### src/rtl/ow_slot_driver.sv
// ============================================================================
// Module  : ow_slot_driver
// Purpose : 1-Wire master slot generator: write slots, bus reset, presence.
// Rev     : 1.0  initial release
// ============================================================================
`default_nettype none

module ow_slot_driver #(
  parameter int T_LOW1   = 6,
  parameter int T_LOW0   = 60,
  parameter int T_SLOT   = 70,
  parameter int T_RSTL   = 480,
  parameter int T_RSTH   = 480,
  parameter int T_PDWAIT = 70,
  parameter int CNT_W    = 10
) (
  input  logic clk,
  input  logic reset,
  input  logic i_bit,
  input  logic i_bit_strobe,
  input  logic i_done,
  input  logic i_bus_reset_req,
  input  logic i_dq,
  output logic o_dq_oe,
  output logic o_busy,
  output logic o_slot_done,
  output logic o_frame_done,
  output logic o_overrun,
  output logic o_presence,
  output logic o_presence_valid
);

  localparam logic [2:0] c_idle     = 3'd0;
  localparam logic [2:0] c_wr_low   = 3'd1;
  localparam logic [2:0] c_wr_rel   = 3'd2;
  localparam logic [2:0] c_rst_low  = 3'd3;
  localparam logic [2:0] c_rst_high = 3'd4;

  // Counter reload values: each state lasts (load + 1) cycles.
  localparam logic [CNT_W-1:0] c_low1_ld = CNT_W'(T_LOW1 - 1);
  localparam logic [CNT_W-1:0] c_low0_ld = CNT_W'(T_LOW0 - 1);
  localparam logic [CNT_W-1:0] c_rel1_ld = CNT_W'(T_SLOT - T_LOW1 - 1);
  localparam logic [CNT_W-1:0] c_rel0_ld = CNT_W'(T_SLOT - T_LOW0 - 1);
  localparam logic [CNT_W-1:0] c_rstl_ld = CNT_W'(T_RSTL - 1);
  localparam logic [CNT_W-1:0] c_rsth_ld = CNT_W'(T_RSTH - 1);
  localparam logic [CNT_W-1:0] c_pd_cnt  = CNT_W'(T_RSTH - T_PDWAIT);

  logic [2:0]       r_state;
  logic [2:0]       w_state_next;
  logic [CNT_W-1:0] r_cnt;
  logic [CNT_W-1:0] w_cnt_load;
  logic             w_load;
  logic             w_cnt_zero;
  logic             w_wr_active;
  logic             w_rst_start;
  logic             w_slot_done;
  logic             r_bit;
  logic             r_dq_meta;
  logic             r_dq_s;
  logic             r_rst_pend;
  logic             r_done_pend;
  logic             r_dq_oe;
  logic             r_frame_done;
  logic             r_overrun;
  logic             r_presence;

  assign w_cnt_zero  = (r_cnt == '0);
  assign w_wr_active = (r_state == c_wr_low) || (r_state == c_wr_rel);
  assign w_rst_start = (w_state_next == c_rst_low) && (r_state != c_rst_low);

  always_ff @(posedge clk or posedge reset) begin
    if (reset) begin
      r_state <= c_idle;
      r_cnt   <= '0;
    end else begin
      r_state <= w_state_next;
      if (w_load)
        r_cnt <= w_cnt_load;
      else if (!w_cnt_zero)
        r_cnt <= r_cnt - 1'b1;
    end
  end

  always_comb begin
    w_state_next = r_state;
    w_load       = 1'b0;
    w_cnt_load   = '0;
    case (r_state)
      c_idle: begin
        if (i_bus_reset_req) begin
          w_state_next = c_rst_low;
          w_load       = 1'b1;
          w_cnt_load   = c_rstl_ld;
        end else if (i_bit_strobe) begin
          w_state_next = c_wr_low;
          w_load       = 1'b1;
          w_cnt_load   = i_bit ? c_low1_ld : c_low0_ld;
        end
      end
      c_wr_low: begin
        if (w_cnt_zero) begin
          w_state_next = c_wr_rel;
          w_load       = 1'b1;
          w_cnt_load   = r_bit ? c_rel1_ld : c_rel0_ld;
        end
      end
      c_wr_rel: begin
        if (w_cnt_zero) begin
          w_load = 1'b1;
          // A reset requested mid-slot starts right after the slot ends.
          if (r_rst_pend || i_bus_reset_req) begin
            w_state_next = c_rst_low;
            w_cnt_load   = c_rstl_ld;
          end else begin
            w_state_next = c_idle;
          end
        end
      end
      c_rst_low: begin
        if (w_cnt_zero) begin
          w_state_next = c_rst_high;
          w_load       = 1'b1;
          w_cnt_load   = c_rsth_ld;
        end
      end
      c_rst_high: begin
        if (w_cnt_zero) begin
          w_state_next = c_idle;
          w_load       = 1'b1;
        end
      end
      default: begin
        w_state_next = c_idle;
        w_load       = 1'b1;
      end
    endcase
  end

  always_comb begin
    o_busy           = (r_state != c_idle);
    w_slot_done      = (r_state == c_wr_rel) && w_cnt_zero;
    o_slot_done      = w_slot_done;
    o_presence_valid = (r_state == c_rst_high) && w_cnt_zero;
  end

  always_ff @(posedge clk or posedge reset) begin
    if (reset) begin
      r_dq_meta <= 1'b1;
      r_dq_s    <= 1'b1;
    end else begin
      r_dq_meta <= i_dq;
      r_dq_s    <= r_dq_meta;
    end
  end

  always_ff @(posedge clk or posedge reset) begin
    if (reset) begin
      r_bit        <= 1'b0;
      r_rst_pend   <= 1'b0;
      r_done_pend  <= 1'b0;
      r_dq_oe      <= 1'b0;
      r_frame_done <= 1'b0;
      r_overrun    <= 1'b0;
      r_presence   <= 1'b0;
    end else begin
      if (r_state == c_idle && i_bit_strobe && !i_bus_reset_req)
        r_bit <= i_bit;

      if (w_rst_start)
        r_rst_pend <= 1'b0;
      else if (i_bus_reset_req && w_wr_active)
        r_rst_pend <= 1'b1;

      if (w_slot_done)
        r_done_pend <= 1'b0;
      else if (i_done && w_wr_active)
        r_done_pend <= 1'b1;

      r_frame_done <= (i_done && !w_wr_active) ||
                      (w_slot_done && (r_done_pend || i_done));

      r_dq_oe <= (w_state_next == c_wr_low) || (w_state_next == c_rst_low);

      if (w_rst_start)
        r_overrun <= 1'b0;
      else if (i_bit_strobe && r_state != c_idle)
        r_overrun <= 1'b1;

      if (w_rst_start)
        r_presence <= 1'b0;
      else if (r_state == c_rst_high && r_cnt == c_pd_cnt)
        r_presence <= ~r_dq_s;
    end
  end

  assign o_dq_oe      = r_dq_oe;
  assign o_frame_done = r_frame_done;
  assign o_overrun    = r_overrun;
  assign o_presence   = r_presence;

endmodule

`default_nettype wire

### config.mk
export PLATFORM = sky130hd
export DESIGN_NAME = ow_slot_driver
export DESIGN_NICKNAME = d
export VERILOG_FILES = /design/src/rtl/ow_slot_driver.sv
export SDC_FILE = /design/constraint.sdc
export NUM_CORES = 1
export LEC_CHECK = 0
export CAP_MARGIN = 30
export CORE_MARGIN = 3
export CORE_UTILIZATION = 40
export DETAILED_ROUTE_END_ITERATION = 10
export GPL_TIMING_DRIVEN = 0
export PLACE_DENSITY = 0.7
export SYNTH_ARGS = -nofsm -noshare
export SYNTH_HDL_FRONTEND = slang
export SYNTH_SLANG_ARGS = --single-unit
### constraint.sdc
create_clock -name clk -period 2.4 [get_ports clk]
set_clock_uncertainty 0.2 [all_clocks]
set_input_delay 0.72 -clock clk [delete_from_list [all_inputs] [get_ports clk]]
set_output_delay 0.72 -clock clk [all_outputs]
set_load 0.02 [all_outputs]
# Yosys cells after proc, flatten, opt, wreduce, memory -nomap -nowiden
# Cells that the tools add are included.
[word_totals]
ff_bits = 22
input_bits = 7
[classes]
addsub = 1
n_eq_ne = 9
n_mux = 31
n_bitwise = 1
n_reduce_logical = 26
[op_table]
columns = ["cell", "n"]
rows = [
  ["two-way mux 9 bit", 4],
  ["case mux 9 bit (4 select lines)", 1],
  ["two-way mux 6 bit", 4],
  ["two-way mux 10 bit", 2],
  ["two-way mux 3 bit", 6],
  ["case mux 3 bit (5 select lines)", 1],
  ["logical AND 1 bit", 11],
  ["two-way mux 1 bit", 11],
  ["equality test 10 x 9 -> 1 bit (second input constant)", 1],
  ["zero test 10 bit", 1],
  ["subtractor 10 x 1 -> 10 bit (second input constant)", 1],
  ["equality test 3 x 2 -> 1 bit (second input constant)", 3],
  ["nonzero test 2 bit", 4],
  ["equality test 3 x 1 -> 1 bit (second input constant)", 2],
  ["logical OR 1 bit", 5],
  ["OR reduction 4 bit", 1],
  ["equality test 3 bit (second input constant)", 1],
  ["zero test 3 bit", 1],
  ["!= test 3 x 2 -> 1 bit (second input constant)", 1],
  ["nonzero test 3 bit", 1],
  ["zero test 1 bit", 2],
  ["two-way mux 2 bit", 1],
  ["!= test 2 bit (second input constant)", 1],
  ["case mux 1 bit (2 select lines)", 1],
  ["inverter 1 bit", 1],
]

# Longest topological paths before layout
# Gate-level depths: netlist (run 1).
[depth]
ltp_word = 7
depth_mapped = 8
depth_no_buf = 7

# Worst setup path after synthesis (run 1)
# Ideal clock, no wire load.
[synth_timing]
path_type = "register to output"
start = "register r_cnt[0]"
end = "output port o_slot_done"
t_arrival_ps = 2114
setup_slack_ps = -634
stages_incl_launch_ff = 8
n_path_buf = 1
cell_sequence = "dfrtp_1 > inv_1 > ha_1 > or4b_1 > nor3_1 > buf_2 > nand2_1 > nor3_1"
[synth_between]
elab_chain_cells = 2
[synth_rtl]
columns = ["item", "line", "text"]
rows = [
  ["start, declared", "50", "logic [CNT_W-1:0] r_cnt;"],
  ["start signal, assigned", "78", "r_cnt <= w_cnt_load;"],
  ["start signal, assigned", "80", "r_cnt <= r_cnt - 1'b1;"],
  ["zero test 10 bit", "67", "assign w_cnt_zero = (r_cnt == '0);"],
  ["logical AND 1 bit", "141", "w_slot_done = (r_state == c_wr_rel) && w_cnt_zero;"],
  ["end, declared", "26", "output logic o_slot_done,"],
]
# No other way between the ends.

# Final worst setup path (run 1)
[layout_timing]
start = "register r_cnt[1]"
end = "output port o_presence_valid"
[layout_between]
elab_chain_cells = 2
[layout_rtl]
columns = ["item", "line", "text"]
rows = [
  ["zero test 10 bit", "67", ""],
  ["logical AND 1 bit", "143", "o_presence_valid = (r_state == c_rst_high) && w_cnt_zero;"],
  ["end, declared", "30", "output logic o_presence_valid"],
]
# No other way between the ends.

==> metrics.md, run 1 <==
| Metric | Value |
|---|---|
| Status | finished, violations left |
| Slowest cell on crit path | or4b_4 |
| Synthesized area | between 0.001 and 0.0015 mm² |
| Worst Hold Path EP | r_dq_s |
| WS Path Type | reg2out |
| Final hold slack | 0.169 ns |
| Pwr dens | 979 mW/mm² |
| Cts bufs inserted | 3 |
| Vias post-DR | between 1000 and 1500 |
| Largest family of logic cells by synthesized area | simple AND/OR/NAND/NOR gates |
| DR vias/cell | 5.65 |
| Worst path arrival time | 2.09 ns |
| P_leak | 0.664 nW |
| Die area | roughly 0.004 mm² |
| Commonest non-fill, non-tap cell in the layout | dfrtp_1 |
| First DRT Iteration DRCs | 51 |
| Syn. warnings | 0 |
| # port buffers | 13 |
| Hold path depth | 0 |
| Vias in the first global route | 1205 |
| Final Util | between 50% and 60% |
| Final Hold Viols | 0 |
| Most frequent cells in the layout | dfrtp_1 (18), nor2_1 (16), clkdlybuf4s50_1 (10), buf_4 (10) |
| Peak VDD IR | ~0.00052 V |
| Synthesized area per cell | 8.84 µm² |
| Worst EP required | 1.48 ns |
| Tightest Pin Transition | 0.851 ns |
| I/O Pins | 14 |
| Reg-to-Reg Start | r_cnt[1] |
| Min-Delay Path Class | reg2reg |
| Max-slew violation count | 0 |
| Delay of the slowest critical-path stage | 0.49 ns |
| Failing checks | negative setup slack |
| Syn Inst Count | 149 |
| Hold_sp | r_dq_meta |
| CP Capture Type | output port |
| Synth Area in Simple Gates | 26.9% |
| Min Tclk post-route | 3.01 ns |
| Die height | 63.4 µm |
| Reg2reg setup slack | -0.03 ns |
| CP Launch Type | flop |
| Detailed placement HPWL | between 2 and 2.5 mm |
| Xor and xnor area share after synthesis | roughly 4.7% |
| Area Overhead vs Synth | 29.5% |
| Final instance area | 0.00171 mm² |
| Number of fillers in the final layout | ~290 |
| Worst path cell trace | inv_2 > ha_4 > or4b_4 > or3_4 > nor3_4 > buf_6 |
| Unrepaired setup endpoints after global routing | yes |
| Routed wire length per instance | 15.6 µm |
| Synth Register Bits | 22 |
| Clock Latency Late Sink | 0.31 ns |
| Mux share of post-synthesis cell area | 1.61% |
| Root Buffer | clkbuf_4 |
| Global route overflow | 0 |
| Max FO, Critical Path | 3 |
| GRT Overall Usage | 17.7% |
| Antenna diodes | 0 |
| Core ar. | approximately 0.0031 mm² |
| Fin crit share | 125% |
| Placed inst area | 0.00157 mm² |
| Setup violators final | 8 |
| Post-route DRC | 0 |
| R2r worst-path depth | 7 |
| Total Neg Setup Slack | -1.28 ns |
| CTS clk-pin slew, worst paths | 0.13 ns |
| Initial Util | 42.5% |
| First-pass GRT wire length | between 5 and 6 mm |
| CTS tree | done |
| Clock Sinks | 22 |
| Largest net degree at the start of global routing | 23 |
| Cell Rows | 20 |
| Worst Slack Setup Final | -0.611 ns |
| Critical R2R Capture | r_rst_pend |
| Sequential share of the synthesized area | 42.0% |
| Synth Area in Adders | around 1.9% |
| Post-route ant nets | 0 |
| Synth Area in Compound Gates | 17.8% |
| Layout net count | 184 |
| Initial antenna violation count | 0 |
| Max cap viols | 0 |
| Slew HR | 43.2% |
| TritonRoute pass-1 iters | 4 |
| Max Clk Rate | 332 MHz |
| GP Congestion | 0.857 |
| Synth unique cells | 43 |
| Layout cell share with drive strength beyond 1 | 24.7% |
| Htree depth | 1 |
| Synth Net Count | approximately 160 |
| Die Span X | 63.4 µm |
| Total Wirelength | 3.40 mm |
| Clock buffer depth | 2 |
[worst max-delay path by stage]
| stage | to | from | cells past startpoint | slack (ns) |
|---|---|---|---|---|
| after floorplan | o_slot_done | r_cnt[1] | 7 | -0.29 |
| after global placement | o_slot_done | r_cnt[0] | 8 | -0.95 |
| after detailed placement | o_slot_done | r_cnt[1] | 8 | -0.97 |
| after CTS | o_presence_valid | r_cnt[0] | 6 | -0.62 |
| after global routing | o_slot_done | r_cnt[1] | 8 | -0.70 |
| final | o_presence_valid | r_cnt[1] | 6 | -0.61 |
[critical path: cells and delay by family, from the launching register on]
family | cells | cell delay, ns
adder cells (fa/ha/maj) | 1 | 0.13
buffers and inverters | 2 | 0.22
flip-flops | 1 | 0.42
AND/OR/NAND/NOR | 3 | 1.01
[layer usage]
metal | up-vias | global-route usage [%] | routed length, µm
met5 | - | 0 | 0
met3 | 11 | 3.74 | 279
met2 | 65 | 28.7 | 1660
li1 | 585 | - | -
met1 | 571 | 22.3 | 1370
met4 | 0 | 8.63 | 91
[logic make-up after synthesis]
| logic type | count (synthesis) |
|---|---|
| and+or+nand+nor | 66 |
| muxes | 2 |
| buffers and inverters | 16 |
| AOI/OAI and AO/OA | 34 |
| adders and majority gates | 2 |
| DFF | 22 |
| xor gates and xnor gates | 7 |
[metrics by stage]
step | power, mW | std cells | worst slack (ns)
final | 1.67 | 218 | -0.611
after global routing | 1.80 | 218 | -0.696
after CTS | 1.61 | 216 | -0.618
after detailed placement | 1.34 | 206 | -0.969
after global placement | 1.32 | 206 | -0.950
after floorplan | 1.15 | 149 | -0.291
[power breakdown]
part | internal (mW) | leakage, nW | switching (mW)
Sequential | 0.511 | 0.249 | 0.178
Clock | 0.0928 | 0.0210 | 0.116
Combinational | 0.376 | 0.394 | 0.398
Total | 0.979 | 0.664 | 0.691
[registers in the layout, indices dropped and copies added, names as in the netlist]
name and flops:
o_presence 1, r_state 3, r_bit 1, r_dq_meta 1, r_done_pend 1, r_cnt 10
o_overrun 1, o_dq_oe 1, r_rst_pend 1, r_dq_s 1, o_frame_done 1
[Yosys cell counts]
| cell type | number | area share, % |
|---|---|---|
| nand3b_1 | 2 | 1.1 |
| o21ai_0 | 8 | 3.0 |
| a41oi_1 | 1 | 0.66 |
| or4_1 | 2 | 1.1 |
| a2111oi_4 | 1 | 2.1 |
| nor4_1 | 3 | 1.4 |
| nor2_1 | 16 | 4.6 |
| nor2_2 | 1 | 0.48 |
| or3_1 | 2 | 0.95 |
| a31oi_1 | 4 | 1.9 |
| inv_1 | 7 | 2.0 |
| dfstp_2 | 2 | 4.0 |
| nor3_1 | 10 | 3.8 |
| a32oi_1 | 1 | 0.66 |
| buf_1 | 1 | 0.28 |
| mux2_2 | 1 | 0.85 |
| mux2i_1 | 1 | 0.76 |
| buf_6 | 1 | 0.85 |
| or4b_2 | 1 | 0.76 |
| a21boi_0 | 1 | 0.57 |
| nand4b_1 | 1 | 0.66 |
| ha_1 | 2 | 1.9 |
| a221o_1 | 1 | 0.76 |
| a21oi_1 | 9 | 3.4 |
| dfrtp_1 | 20 | 38 |
| o21a_1 | 1 | 0.57 |
| or2_2 | 1 | 0.48 |
| nor3b_1 | 1 | 0.57 |
| nand2_1 | 9 | 2.6 |
| and2_1 | 4 | 1.9 |
| nand3_1 | 4 | 1.5 |
| nand2b_1 | 1 | 0.48 |
| or4_4 | 1 | 0.85 |
| o31a_1 | 1 | 0.66 |
| xnor2_1 | 4 | 2.7 |
| clkbuf_1 | 6 | 1.7 |
| xor2_1 | 3 | 2.0 |
| nand4_1 | 3 | 1.4 |
| nor2b_1 | 3 | 1.4 |
| o31ai_1 | 5 | 2.8 |
| or4b_1 | 1 | 0.76 |
| buf_2 | 1 | 0.38 |
| o211ai_1 | 1 | 0.57 |
[final cells by class]
class / instances / area (µm²) / share of cell area (%)
multi-input cells: 111 / 790 / 46.3
flip-flops and latches: 22 / 556 / 32.6
repair buffers: 24 / 214 / 12.5
well taps: 44 / 55.1 / 3.23
clock buffers: 4 / 36.3 / 2.13
plain buffers: 6 / 30.0 / 1.76
inverters: 7 / 26.3 / 1.54
[timing repair]
action,in CTS,in global routing
pin swaps,11,3
hold buffers,0,0
setup endpoints to repair,10,16
setup buffers,9,3
gates resized for setup,23,6
(Power assumes the default switching activity.)
==> inputs of run 2 (changes only) <==
--- a/config.mk
+++ b/config.mk
@@ -9,8 +9,11 @@
 export CORE_MARGIN = 3
 export CORE_UTILIZATION = 40
 export DETAILED_ROUTE_END_ITERATION = 10
+export DONT_BUFFER_PORTS = 1
 export GPL_TIMING_DRIVEN = 0
-export PLACE_DENSITY = 0.7
+export PLACE_DENSITY = 0.64
+export SLEW_MARGIN = 20
 export SYNTH_ARGS = -nofsm -noshare
 export SYNTH_HDL_FRONTEND = slang
 export SYNTH_SLANG_ARGS = --single-unit
+export TNS_END_PERCENT = 50
==> run 2 against run 1 <==
Against the previous run: the flow still finishes with violations (negative setup slack); non-clock buffer count fell by 13; design area fell by 8.4%; core utilization fell by 4.6 points; register-to-register slack got worse by 0.05 ns; combinational power down 12%; critical endpoint is now o_slot_done.
==> metrics.md, run 2 (synthesis results as in run 1) <==
| Metric | Value |
|---|---|
| Status | finished, violations left |
| Failing checks | negative setup slack |
| Largest net degree at the start of global routing | 23 (unchanged) |
| I/O Pins | 14 (unchanged) |
| Peak VDD IR | 0.000550 V (+6.1%) |
| Biggest register | r_cnt |
| GP Congestion | 0.859 (+0.20%) |
| Area Overhead vs Synth | 18.6% |
| P_leak | 0.602 nW (-9.4%) |
| Min-Delay Path Class | reg2reg |
| Final Hold Viols | 0 (unchanged) |
| Cts hold-fix bufs | 0 (unchanged) |
| WS Path Type | reg2out |
| Worst EP required | 1.48 ns (about the same) |
| Vias post-DR | 1174 (-4.7%) |
| Pwr dens | 1010 mW/mm² (+3.4%) |
| Die area | 0.00402 mm² (unchanged) |
| Total Neg Setup Slack | -1.54 ns (-0.252 ns) |
| Commonest non-fill, non-tap cell in the layout | dfrtp_1 |
| Fin crit share | 126% (+0.62 points) |
| DR vias/cell | 5.73 (+1.3%) |
| Clock Sinks | 22 (unchanged) |
| TritonRoute pass-1 iters | 4 (unchanged) |
| Combinational share of power | 43.0% (-3.3 points) |
| Number of fillers in the final layout | 311 (+8.4%) |
| Detailed placement HPWL | 2.24 mm (+1.2%) |
| Placed inst area | 0.00144 mm² (-8.3%) |
| Worst path cell trace | inv_2 > ha_4 > or4b_4 > nor3_4 > buf_6 > nand2_4 > nor3_4 |
| Clock buffer depth | 2 (unchanged) |
| Setup violators final | 8 (unchanged) |
| Reg power frac | 43.7% (+2.5 points) |
| CP Buf/Inv Count | 2 (unchanged) |
| Cell Rows | 20 (unchanged) |
| Post-route DRC | 0 (unchanged) |
| First-pass GRT wire length | 5.35 mm (-4.5%) |
| Hold_sp | r_dq_meta |
| Sw Ratio | 41.6% (+0.23 points) |
| Htree depth | 1 (unchanged) |
| Global route overflow | 0 (unchanged) |
| Max reg flops | 10 (unchanged) |
| Slew HR | 43.2% (about the same) |
| CTS clk-pin slew, worst paths | 0.13 ns (about the same) |
| Worst path arrival time | 2.11 ns (+0.02 ns) |
| Total Wirelength | 3.20 mm (-5.9%) |
| CP Launch Type | flop |
| Delay of the slowest critical-path stage | 0.49 ns (about the same) |
| Reg2reg setup slack | -0.08 ns (-0.05 ns) |
| Initial antenna violation count | 0 (unchanged) |
| First DRT Iteration DRCs | 31 (-39%) |
| Die height | 63.4 µm (unchanged) |
| Worst Slack Setup Final | -0.625 ns (-0.0149 ns) |
| Root Buffer | clkbuf_4 |
| Layout net count | 171 (-7.1%) |
| Layout cell share with drive strength beyond 1 | 23.0% (-1.7 points) |
| Sw power | 658 µW (-4.8%) |
| Cell internal pwr | 923 µW (-5.7%) |
| Most used cell, CP | nor3_4 |
| CTS tree | done |
| Clock Latency Late Sink | 0.31 ns (about the same) |
| Max cap viols | 0 (unchanged) |
| Initial Util | 42.5% (unchanged) |
| Tightest Pin Transition | 0.851 ns (+0.000409 ns) |
| Final instance area | 0.00156 mm² (-8.4%) |
| Cts bufs inserted | 3 (unchanged) |
| Most frequent cells in the layout | dfrtp_1 (19), nor2_1 (16), buf_4 (9) |
| Antenna diodes | 0 (unchanged) |
| Dpl cells | 193 (-6.3%) |
| Power share of the clock group | 13.3% (+0.8 points) |
| Final Util | 50.4% (-4.6 points) |
| Setup crit start | r_cnt[0] |
| Routed wire length per instance | 15.6 µm (+0.12%) |
| Largest regs | r_cnt: 10 flops, r_state: 3 flops |
| Slowest cell on crit path | or4b_4 |
| Crit-path leading delay family | simple AND/OR/NAND/NOR gates |
| Max Clk Rate | 331 MHz (-0.49%) |
| Unrepaired setup endpoints after global routing | yes |
| CP Capture Type | output port |
| # port buffers | 0 (-13) |
| Reg-to-Reg Start | r_cnt[0] |
| Min Tclk post-route | 3.03 ns (+0.0149 ns) |
| Die Span X | 63.4 µm (unchanged) |
| Non-Filler Instances | 205 (-6.0%) |
| Max FO, Critical Path | 6 (+3) |
| Post-route ant nets | 0 (unchanged) |
| Vias in the first global route | 1143 (-5.1%) |
| GRT Overall Usage | 16.7% (-1.0 points) |
| Core ar. | 0.00310 mm² (unchanged) |
| Max-slew violation count | 0 (unchanged) |
## run 2: routing by layer
metal / GRT usage [%] / vias to the layer above / part of all wire [%]
li1: - / 561 / -
met1: 21.4 / 573 / 44
met2: 28.6 / 35 / 49
met3: 3.39 / 5 / 5.2
met4: 4.04 / 0 / 1.1
met5: 0 / - / 0
## run 2: worst reg2reg max path: stages, from the launching register on
cell       delay [ns]
dfrtp_1          0.42
inv_2            0.09
ha_4             0.13
or4b_4           0.49
or3_4            0.38
buf_6            0.16
a2111oi_4        0.40
nor2_1           0.09
## run 2: through the flow
step	hold slack, ns	worst slack (ns)	power, mW
after CTS	0.172	-0.690	1.55
after global routing	0.172	-0.707	1.70
after detailed placement	0.150	-0.451	1.29
after floorplan	0.145	-0.291	1.15
final	0.170	-0.625	1.58
after global placement	0.150	-0.449	1.26
## run 2: area by class of cell
class,instances,area (µm²),share of cell area [%]
tap,44,55.1,3.52
clock buffer,4,36.3,2.32
inverter,7,26.3,1.68
timing repair buffer,10,78.8,5.04
multi-input combinational,111,778,49.8
sequential,22,554,35.5
buffer,7,33.8,2.16
## run 2: what timing repair did
action                                  in CTS  in global routing
pin swaps                                    5                  5
gates cloned                                 0                  0
endpoints found under the setup margin      11                 15
hold endpoints to repair                     0                  0
resized for setup                            5                  4
setup buffers                                5                  5
## run 2: final timing paths
check,to,cells past startpoint
min in group asynchronous,r_cnt[4],1
max in group asynchronous,r_cnt[4],1
hold / removal,r_dq_s,0
setup / recovery,o_slot_done,7
hold reg to reg,r_dq_s,0
setup reg to reg,o_overrun,7
## run 2: power groups by stage
| stage | clock network (mW) | registers (mW) | logic (mW) |
|---|---|---|---|
| after global placement | 0 | 0.695 | 0.570 |
| final | 0.210 | 0.692 | 0.680 |
| after CTS | 0.215 | 0.687 | 0.650 |
| after detailed placement | 0 | 0.701 | 0.585 |
| after floorplan | 0 | 0.661 | 0.491 |
| after global routing | 0.225 | 0.710 | 0.762 |
